File: config.mk
export PLATFORM = sky130hd
export DESIGN_NAME = motor_step_seq_flat
export DESIGN_NICKNAME = d
export VERILOG_FILES = /design/src/rtl/motor_step_seq_pkg.sv /design/src/rtl/motor_step_seq_if.sv /design/src/rtl/motor_step_seq_sync.sv /design/src/rtl/motor_step_seq.sv /design/src/flat_wrapper.sv
export SDC_FILE = /design/constraint.sdc
export NUM_CORES = 1
export LEC_CHECK = 0
export ABC_AREA = 1
export BUFFER_PORTS_ARGS = -buffer_cell sky130_fd_sc_hd__buf_2
export CELL_PAD_IN_SITES_DETAIL_PLACEMENT = 1
export CELL_PAD_IN_SITES_GLOBAL_PLACEMENT = 1
export CORE_MARGIN = 2
export CORE_UTILIZATION = 28
export CTS_CLUSTER_DIAMETER = 50
export DETAILED_ROUTE_END_ITERATION = 10
export PLACE_DENSITY_LB_ADDON = 0.1
export SLEW_MARGIN = 0
export SYNTH_ARGS = -nofsm -noshare
export SYNTH_HDL_FRONTEND = slang
export SYNTH_HIERARCHICAL = 1
export SYNTH_SLANG_ARGS = --single-unit
File: constraint.sdc
create_clock -name CLK -period 4.85 [get_ports CLK]
set_clock_uncertainty 0.15 [all_clocks]
set_input_delay 0.7275 -clock CLK [delete_from_list [all_inputs] [get_ports CLK]]
set_output_delay 0.7275 -clock CLK [all_outputs]
set_load 0.02 [all_outputs]
File: src/rtl/motor_step_seq_pkg.sv
// Shared types and constants for the stepper phase sequencer.
// Holds the coil pattern table, FSM state encoding and position width.
// Also holds the per-step index delta helper used by the sequencer core.
package motor_step_pkg;

    localparam int POS_W = 16;

    // Coil drive {A+, B+, A-, B-} for phase index 0..7 (entry 0 is the LSB nibble).
    localparam logic [7:0][3:0] PHASE_PAT = {
        4'b1001, 4'b0001, 4'b0011, 4'b0010,
        4'b0110, 4'b0100, 4'b1100, 4'b1000
    };

    typedef enum logic [1:0] {
        IDLE = 2'd0,
        DEAD = 2'd1,
        HOLD = 2'd2
    } state_t;

    // Signed index change for one step. In full-step mode an even index is a
    // single-coil position, so the first move lands on the next odd
    // (two-coil) index and later moves skip by two.
    function automatic logic signed [2:0] step_delta(
        input logic [2:0] idx,
        input logic       dir,
        input logic       half
    );
        logic signed [2:0] mag;
        mag = (half || !idx[0]) ? 3'sd1 : 3'sd2;
        return dir ? mag : -mag;
    endfunction

endpackage

File: src/rtl/motor_step_seq_if.sv
// Control/status bundle between a step-rate source and the phase sequencer.
// master: drives STEP/DIR/HALF/ENABLE and observes BOBINAS/BUSY/POS.
// slave: the sequencer side; no handshake, ENABLE must be synchronous to CLK.
interface motor_step_seq_if;
    import motor_step_pkg::*;

    logic                    STEP;
    logic                    DIR;
    logic                    HALF;
    logic                    ENABLE;
    logic [3:0]              BOBINAS;
    logic                    BUSY;
    logic signed [POS_W-1:0] POS;

    modport master (
        output STEP, DIR, HALF, ENABLE,
        input  BOBINAS, BUSY, POS
    );

    modport slave (
        input  STEP, DIR, HALF, ENABLE,
        output BOBINAS, BUSY, POS
    );
endinterface

File: src/rtl/motor_step_seq_sync.sv
// Synchronizer chain for STEP/DIR/HALF plus rising-edge detect on STEP.
// Latency: step_pulse is high in the cycle after SYNC_STAGES edges have seen STEP=1.
// No backpressure: every synchronized rising edge yields one single-cycle pulse.
// Ports: clk, rst (sync, active-high), step/dir/half in; step_pulse, dir_s, half_s out.
module step_sync #(
    parameter int SYNC_STAGES = 2
) (
    input  logic clk,
    input  logic rst,
    input  logic step,
    input  logic dir,
    input  logic half,
    output logic step_pulse,
    output logic dir_s,
    output logic half_s
);
    logic [SYNC_STAGES-1:0] step_sr;
    logic [SYNC_STAGES-1:0] dir_sr;
    logic [SYNC_STAGES-1:0] half_sr;
    logic                   step_last;

    // DIR and HALF ride the same depth of chain as STEP so the direction
    // and mode seen with a pulse are the ones present alongside that edge.
    always_ff @(posedge clk) begin
        if (rst) begin
            step_sr   <= '0;
            dir_sr    <= '0;
            half_sr   <= '0;
            step_last <= 1'b0;
        end else begin
            step_sr   <= {step_sr[SYNC_STAGES-2:0], step};
            dir_sr    <= {dir_sr[SYNC_STAGES-2:0], dir};
            half_sr   <= {half_sr[SYNC_STAGES-2:0], half};
            step_last <= step_sr[SYNC_STAGES-1];
        end
    end

    assign step_pulse = step_sr[SYNC_STAGES-1] & ~step_last;
    assign dir_s      = dir_sr[SYNC_STAGES-1];
    assign half_s     = half_sr[SYNC_STAGES-1];
endmodule

File: src/rtl/motor_step_seq.sv
// Stepper phase sequencer: full/half-step coil patterns with an all-off dead time per change.
// Latency: step accepted SYNC_STAGES edges after STEP is first sampled high; pattern follows DEAD_CYCLES later.
// No backpressure: steps arriving during dead time are accepted and restart the dead time.
// Ports: CLK, RST (sync, active-high), bus (slave: STEP/DIR/HALF/ENABLE in, BOBINAS/BUSY/POS out).
// Build option MOTOR_POS_EN: when defined, POS accumulates signed half-step moves; otherwise POS is 0.
module motor_step_seq
    import motor_step_pkg::*;
#(
    parameter int SYNC_STAGES = 2,
    parameter int DEAD_CYCLES = 50
) (
    input  logic CLK,
    input  logic RST,
    motor_step_seq_if.slave bus
);
    localparam int DC_W = $clog2(DEAD_CYCLES + 1);
    localparam logic [DC_W-1:0] DC_LOAD = DC_W'(DEAD_CYCLES);

    state_t            state;
    logic [2:0]        idx;
    logic [2:0]        idx_nxt;
    logic [DC_W-1:0]   dc;
    logic [3:0]        coils;
    logic              busy;
    logic signed [2:0] delta;
    logic              step_pulse;
    logic              dir_s;
    logic              half_s;

    step_sync #(
        .SYNC_STAGES(SYNC_STAGES)
    ) u_sync (
        .clk        (CLK),
        .rst        (RST),
        .step       (bus.STEP),
        .dir        (bus.DIR),
        .half       (bus.HALF),
        .step_pulse (step_pulse),
        .dir_s      (dir_s),
        .half_s     (half_s)
    );

    always_comb begin
        delta   = step_delta(idx, dir_s, half_s);
        idx_nxt = idx + $unsigned(delta);
    end

    // ENABLE low overrides everything; IDX is kept so re-enabling restores
    // the same pattern after a fresh dead time.
    always_ff @(posedge CLK) begin
        if (RST) begin
            state <= IDLE;
            idx   <= 3'd0;
            dc    <= '0;
            coils <= 4'b0000;
            busy  <= 1'b0;
        end else if (!bus.ENABLE) begin
            state <= IDLE;
            coils <= 4'b0000;
            busy  <= 1'b0;
        end else begin
            unique case (state)
                IDLE: begin
                    state <= DEAD;
                    dc    <= DC_LOAD;
                    busy  <= 1'b1;
                    coils <= 4'b0000;
                end
                HOLD: begin
                    if (step_pulse) begin
                        idx   <= idx_nxt;
                        state <= DEAD;
                        dc    <= DC_LOAD;
                        busy  <= 1'b1;
                        coils <= 4'b0000;
                    end
                end
                DEAD: begin
                    // A new step here restarts the gap so the coils never
                    // jump straight between two energised patterns.
                    if (step_pulse) begin
                        idx <= idx_nxt;
                        dc  <= DC_LOAD;
                    end else if (dc == DC_W'(1)) begin
                        state <= HOLD;
                        busy  <= 1'b0;
                        coils <= PHASE_PAT[idx];
                    end else begin
                        dc <= dc - DC_W'(1);
                    end
                end
                default: begin
                    state <= IDLE;
                    coils <= 4'b0000;
                    busy  <= 1'b0;
                end
            endcase
        end
    end

    assign bus.BOBINAS = coils;
    assign bus.BUSY    = busy;

`ifdef MOTOR_POS_EN
    logic                    accept;
    logic signed [POS_W-1:0] pos;

    // Same acceptance condition as the IDX update in the FSM.
    assign accept = bus.ENABLE && step_pulse && (state == HOLD || state == DEAD);

    always_ff @(posedge CLK) begin
        if (RST) begin
            pos <= '0;
        end else if (accept) begin
            pos <= pos + {{(POS_W-3){delta[2]}}, delta};
        end
    end

    assign bus.POS = pos;
`else
    assign bus.POS = 16'sd0;
`endif

endmodule

File: src/flat_wrapper.sv
// flat-port wrapper written by rule: the top's interface ports become plain ports
module motor_step_seq_flat import motor_step_pkg::*;
#(
    parameter int SYNC_STAGES = 2,
    parameter int DEAD_CYCLES = 50
)
  (CLK, RST, bus_STEP, bus_DIR, bus_HALF, bus_ENABLE, bus_BOBINAS, bus_BUSY, bus_POS);
  motor_step_seq_if bus_i ();
  input  logic CLK;
  input  logic RST;
  input wire logic [$bits(bus_i.STEP)-1:0] bus_STEP;
  input wire logic [$bits(bus_i.DIR)-1:0] bus_DIR;
  input wire logic [$bits(bus_i.HALF)-1:0] bus_HALF;
  input wire logic [$bits(bus_i.ENABLE)-1:0] bus_ENABLE;
  output wire logic [$bits(bus_i.BOBINAS)-1:0] bus_BOBINAS;
  output wire logic [$bits(bus_i.BUSY)-1:0] bus_BUSY;
  output wire logic [$bits(bus_i.POS)-1:0] bus_POS;
  assign bus_i.STEP = bus_STEP;
  assign bus_i.DIR = bus_DIR;
  assign bus_i.HALF = bus_HALF;
  assign bus_i.ENABLE = bus_ENABLE;
  assign bus_BOBINAS = bus_i.BOBINAS;
  assign bus_BUSY = bus_i.BUSY;
  assign bus_POS = bus_i.POS;
  motor_step_seq #(.SYNC_STAGES(SYNC_STAGES), .DEAD_CYCLES(DEAD_CYCLES)) u_core (.CLK(CLK), .RST(RST), .bus(bus_i));
endmodule
==> impl_results.md, run 1 <==
- Final period utilization: 37.5%
- Sum Neg Setup Slack: 0 ns
- CTS tree: built
- Setup slack, reg-to-reg: 3.03 ns
- Buffer count from post-CTS setup fixing: 0
- Final #Nets: about 240
- Comb pwr share: ~17%
- Antenna-violating nets left: 0
- R2r startpoint: u_core/idx[0]
- Status: completed
- Vias in the first global route: 1241
- Power per cell area: around 280 nW/µm²
- Clock tree sinks: 27
- FF+latch count, synth: 27
- Largest net degree at the start of global routing: 16
- Commonest cells in the netlist: nand2_1 (51), inv_1 (35), dfxtp_1 (27)
- Max Cap Viol: 0
- Pins Over Slew Limit: 0
- Clock share of power: 29.4%
- Most used cell, CP: nand2_1
- Critical Path AT: 1.89 ns
- Share of power burned in registers: about 54%
- Vias after detailed routing: 1208
- Clock latency on the worst-skew pair: 0.27 ns
- Area of the core: approximately 5000 µm²
- Sw Share: between 20 and 30%
- N_diodes: 0
- # resized after CTS: 0
- H-tree depth: 1
- Worst Path Required: between 4 and 5 ns
- Critical path class: reg -> reg
- Clock transition at path regs: 0.10 ns
- Routability cong.: around 0.77
- Crit path largest cell delay: 0.38 ns
- Fin crit period: between 1.5 and 2 ns
- Syn Std Cell Area: ~1400 µm²
- Clock Path Buffers: 2
- Hold Startpoint: u_core/u_sync/step_sr[0]
- Leakage: 0.812 nW
- Syn Area/Cell: 6.97 µm²
- Gr usage total: 11.5%
- Async set-or-reset flop fraction in the synthesized netlist: 0%
- Top_reg_cell synth: dfxtp_1
- Final worst setup slack: about 3.0 ns
- Die height: 75.9 µm
- Die width: 75.9 µm
- Max frequency: 550 MHz
- CTS buffer count: 3
- Post-DP HPWL: about 2400 µm
- Synth area leaders: dfxtp_1 (37%), nand2_1 (13%), inv_1 (9.1%), buf_4 (8.8%), nand3_1 (7.6%)
- Std-Cell Rows: 26
- DR WL/cell: around 11 µm
- Maximum vdd drop: 0.0939 mV
- P_sw: between 0.1 and 0.15 mW
- GRT overflow: 0
- Max FO, Critical Path: 5
- Top Ports: 27
- Pint: between 0.3 and 0.4 mW
- WHS Path Cells: 2
- Hold path endpoint: u_core/u_sync/step_sr[1]
- RSZ-0062 raised after global routing: false
- Drt drc: 0
- Initial core utilization: between 20% and 30%
- Worst slack at placement: approximately 2.8 ns
- EDFF count, synth: 0
- Setup crit start kind: register
- Die ar.: between 5000 and 6000 µm²
- Final setup viols: 0
- R2r worst-path depth: 13
- Seq/Total Area, Yosys: between 30% and 40%
- CP endpoint kind: register
- Initial antenna violation count: 0
- Ys Warns: 6
- First-pass GRT wire length: ~5500 µm
- Cell Chain, Critical Path: inv_1 -> nor2_1 -> nor2_1 -> fa_1 -> inv_1 -> nand2_1 -> nand2_1 -> nand2_1 -> nand2_1 -> nand3_2 -> inv_2 -> nand2_1 -> nand2_1
- Area grow syn2layout: 7.77%
- Yosys top cell by area: dfxtp_1
- Most frequent cell after synthesis: nand2_1
- Max stage delay cell, worst path: fa_1
- Post-CTS Hold Buffers: 0
- Detailed Routing Iterations Pass 1: 4
- Mapped Cells: ~210
- Synth top area share: a little under two fifths
- Distinct cells, synth: 20
- Final Hold Fails: 0
- CTS root buf: clkbuf_8
- Final WL: between 3000 and 4000 µm
- Vias per cell: between 4 and 5
- IO Port Bufs: 10
- Class of the worst hold path: reg -> reg
- Layout cell share with drive strength beyond 1: 10.0%
- Initial detailed-routing violation count: 28
metrics by stage:
stage	instance area, µm²	std cells	util [%]	hold slack [ns]	power (mW)
3_3_place_gp	1520	286	30.0	0.245	0.315
2_1_floorplan	1510	223	-	0.238	0.309
6_report	1560	290	31.0	0.263	0.441
4_1_cts	1560	290	31.0	0.266	0.453
3_5_place_dp	1520	286	30.0	0.252	0.318
5_1_grt	1560	290	31.0	0.276	0.474
worst max-delay path, delay by kind of cell, from the launching register on:
family / cells / cell delay, ns
AND/OR/NAND/NOR: 9 / 0.64
adder cells (fa/ha/maj): 1 / 0.38
flip-flops: 1 / 0.36
buffers and inverters: 3 / 0.23
cells in the final DEF (no fill, tap or decap):
master | synthesis | final
nand3_1 | 22 | 22
nand2_1 | 51 | 51
nand2_4 | 1 | 1
nand4_1 | 1 | 1
clkinv_2 | 0 | 1
fa_1 | 1 | 1
nand2_2 | 1 | 1
clkbuf_8 | 0 | 3
dfxtp_1 | 27 | 27
inv_2 | 1 | 1
buf_2 | 0 | 10
nor2_4 | 1 | 1
a21oi_1 | 12 | 12
inv_1 | 35 | 35
nand4_2 | 1 | 1
xor2_1 | 1 | 1
clkinv_1 | 1 | 1
ha_1 | 7 | 7
nor2_2 | 2 | 2
nor2_1 | 24 | 24
conb_1 | 1 | 16
nand3_2 | 1 | 1
cell type report:
type | count | area [µm²]
Multi-Input combinational cell | 142 | 698
Timing Repair Buffer | 10 | 50.0
Clock buffer | 3 | 41.3
Fill cell | 665 | 3480
Clock inverter | 1 | 5.00
Inverter | 37 | 139
Sequential cell | 27 | 541
Tap cell | 70 | 87.6
power by group through the flow:
stage,logic [mW],clock network [mW],registers (mW)
after global placement,0.0717,0,0.243
final,0.0732,0.130,0.238
after detailed placement,0.0741,0,0.244
after floorplan,0.0666,0,0.243
after global routing,0.0861,0.149,0.240
after CTS,0.0745,0.140,0.239
kinds of logic after synthesis:
| logic type | share of synthesized area (%) |
|---|---|
| compound gates | 4.15 |
| xor+xnor | 0.605 |
| fa+ha+maj | 7.43 |
| buf+inv | 18.4 |
| flops | 37.3 |
| other cells | 0.259 |
| simple gates | 31.9 |
layer usage:
metal | global-route usage [%] | up-vias | share of wire, %
met1 | 13.9 | 570 | 47
met4 | 4.36 | 0 | 0.88
met2 | 20.5 | 18 | 49
met3 | 1.90 | 2 | 3.2
li1 | - | 618 | -
met5 | 0 | - | 0
how the worst max path moves through the flow:
stage	cells after the start	slack (ns)	start	end
6_report	13	3.03	u_core/idx[0]	register
3_3_place_gp	6	2.94	RST	register
4_1_cts	8	2.98	u_core/state[0]	u_core/dc[5]
2_1_floorplan	12	3.24	u_core/idx[0]	register
3_5_place_dp	6	2.83	RST	register
5_1_grt	13	2.83	u_core/idx[0]	register
No activity file was read; power rests on OpenSTA's default activity.
==> run 2: changes to the inputs <==
==> constraint.sdc (replaced) <==
create_clock -name CLK -period 1.91 [get_ports CLK]
set_clock_uncertainty 0.15 [all_clocks]
set_input_delay 0.2865 -clock CLK [delete_from_list [all_inputs] [get_ports CLK]]
set_output_delay 0.2865 -clock CLK [all_outputs]
set_load 0.02 [all_outputs]
==> run 2 against run 1 <==
  * Critical path depth unchanged
  * Die area unchanged
  * Clock power rose to 2.6 times the previous value
  * Utilization up 0.69 points
  * First-iteration DRC count down 18%
  * Critical path type unchanged
  * Largest power group unchanged
==> impl_results.md, run 2 (synthesis gave the netlist of run 1 again) <==
- Initial core utilization: roughly 29%
- Antenna-violating nets left: 0
- Drt drc: 0
- Vias after detailed routing: between 1000 and 1500
- H-tree depth: 1
- Placed cells: slightly below 300
- Pins Over Slew Limit: 0
- CP endpoint kind: register
- Power per cell area: a little over 700 nW/µm²
- Post-CTS Hold Buffers: 0
- Post-DP HPWL: 2320 µm
- IO Port Bufs: 10
- Initial antenna violation count: 0
- Critical Path AT: between 1.5 and 2 ns
- First-pass GRT wire length: around 5200 µm
- Sum Neg Setup Slack: 0 ns
- Most common cell after layout, fill and taps aside: nand2_1
- Worst slack at placement: 0.133 ns
- Top Ports: 27
- RSZ-0062 raised after global routing: false
- Worst Path Required: around 2.0 ns
- Final Instance Area: about 1600 µm²
- Placed Area: 1540 µm²
- Status: completed
- Vias in the first global route: about 1200
- R2r startpoint: u_core/idx[0]
- Max Cap Viol: 0
- Hold path endpoint: u_core/u_sync/step_sr[0]
- Maximum vdd drop: 0.244 mV
- Most frequent cells in the layout: nand2_1 (51), inv_1 (35), dfxtp_1 (26)
- Std-Cell Rows: 26
- Final worst setup slack: around 0.19 ns
- Hold_ws: 0.0572 ns
- Setup slack, reg-to-reg: about 0.19 ns
- R2r worst-path depth: 13
- Max FO, Critical Path: 5
- Clock transition at path regs: around 0.1 ns
- Hold Startpoint: bus_STEP
- Die width: around 76 µm
- Die ar.: ~5800 µm²
- Largest net degree at the start of global routing: 15
- Detailed Routing Iterations Pass 1: 4
- Clock latency on the worst-skew pair: 0.27 ns
- Final WL: 2950 µm
- Initial detailed-routing violation count: 23
- Critical path class: reg -> reg
- Vias per cell: between 4 and 5
- GRT overflow: 0
- Non-filler cells, final: between 200 and 300
- DR WL/cell: roughly 10 µm
- N_diodes: 0
- Final setup viols: 0
- Buffer count from post-CTS setup fixing: 0
- Die height: 75.9 µm
- Final period utilization: roughly nine tenths
- Max frequency: ~580 MHz
- Final #Nets: ~240
- Leakage: 0.825 nW
- Class of the worst hold path: in -> reg
- Area grow syn2layout: 10.2%
- Routability cong.: 0.758
- WHS Path Cells: 3
- CTS tree: built
- Clock Path Buffers: 2
- CTS buffer count: 3
- Layout cell share with drive strength beyond 1: 12.1%
- Clock tree sinks: 27
- # resized after CTS: 0
- CTS root buf: clkbuf_8
- Gr usage total: 11.1%
- Setup crit start kind: register
- Final Hold Fails: 0
- Fin crit period: approximately 1.7 ns
- Area of the core: between 5000 and 6000 µm²
## run 2: cell types whose count changed in the layout (fill, tap and decap cells not counted), sizes merged
| cell | before | now |
|---|---|---|
| clkbuf | 3 | 4 |
| clkinv | 2 | 1 |
| buf | 10 | 13 |
## run 2: critical path: stages (launching register included)
cell and delay, ns:
dfxtp_2 0.35, inv_1 0.06, nor2_2 0.07, nor2_1 0.05, fa_1 0.37, inv_1 0.06
nand2_1 0.04, nand2_1 0.09, nand2_1 0.05, nand2_1 0.06, nand3_2 0.11, inv_2 0.09
nand2_1 0.05, nand2_1 0.06
## run 2: how the worst max path moves through the flow
stage / slack, ns / startpoint / endpoint / depth (start not counted)
2_1_floorplan: 0.30 / u_core/idx[0] / register / 12
3_3_place_gp: 0.21 / u_core/idx[0] / register / 12
3_5_place_dp: 0.13 / u_core/state[0] / u_core/dc[4] / 9
4_1_cts: 0.11 / u_core/state[0] / u_core/dc[4] / 9
5_1_grt: 0.005 / u_core/idx[0] / register / 12
6_report: 0.19 / u_core/idx[0] / register / 13
## run 2: per-layer routing
metal	vias up	share of wire, %	GRT usage, %
li1	627	-	-
met1	548	50	14.3
met2	16	46	17.6
met3	2	2.9	2.14
met4	0	0.91	5.82
met5	-	0	0
## run 2: cell type report
type                            instances  area (µm²)
Clock buffer                            4        45.0
Fill cell                             662        3450
Inverter                               37         139
Multi-Input combinational cell        142         711
Sequential cell                        27         542
Tap cell                               70        87.6
Timing Repair Buffer                   13        72.6
## run 2: power by group
group	leakage [nW]	switching [mW]	internal (mW)
combinational	0.581	0.131	0.0596
sequential	0.221	0.0187	0.587
clock	0.0228	0.183	0.150
## run 2: per-stage QoR
step | util [%] | power (mW)
after floorplan | - | 0.786
after global placement | 30.5 | 0.803
after detailed placement | 30.5 | 0.810
after CTS | 31.4 | 1.16
after global routing | 31.7 | 1.22
final | 31.7 | 1.13
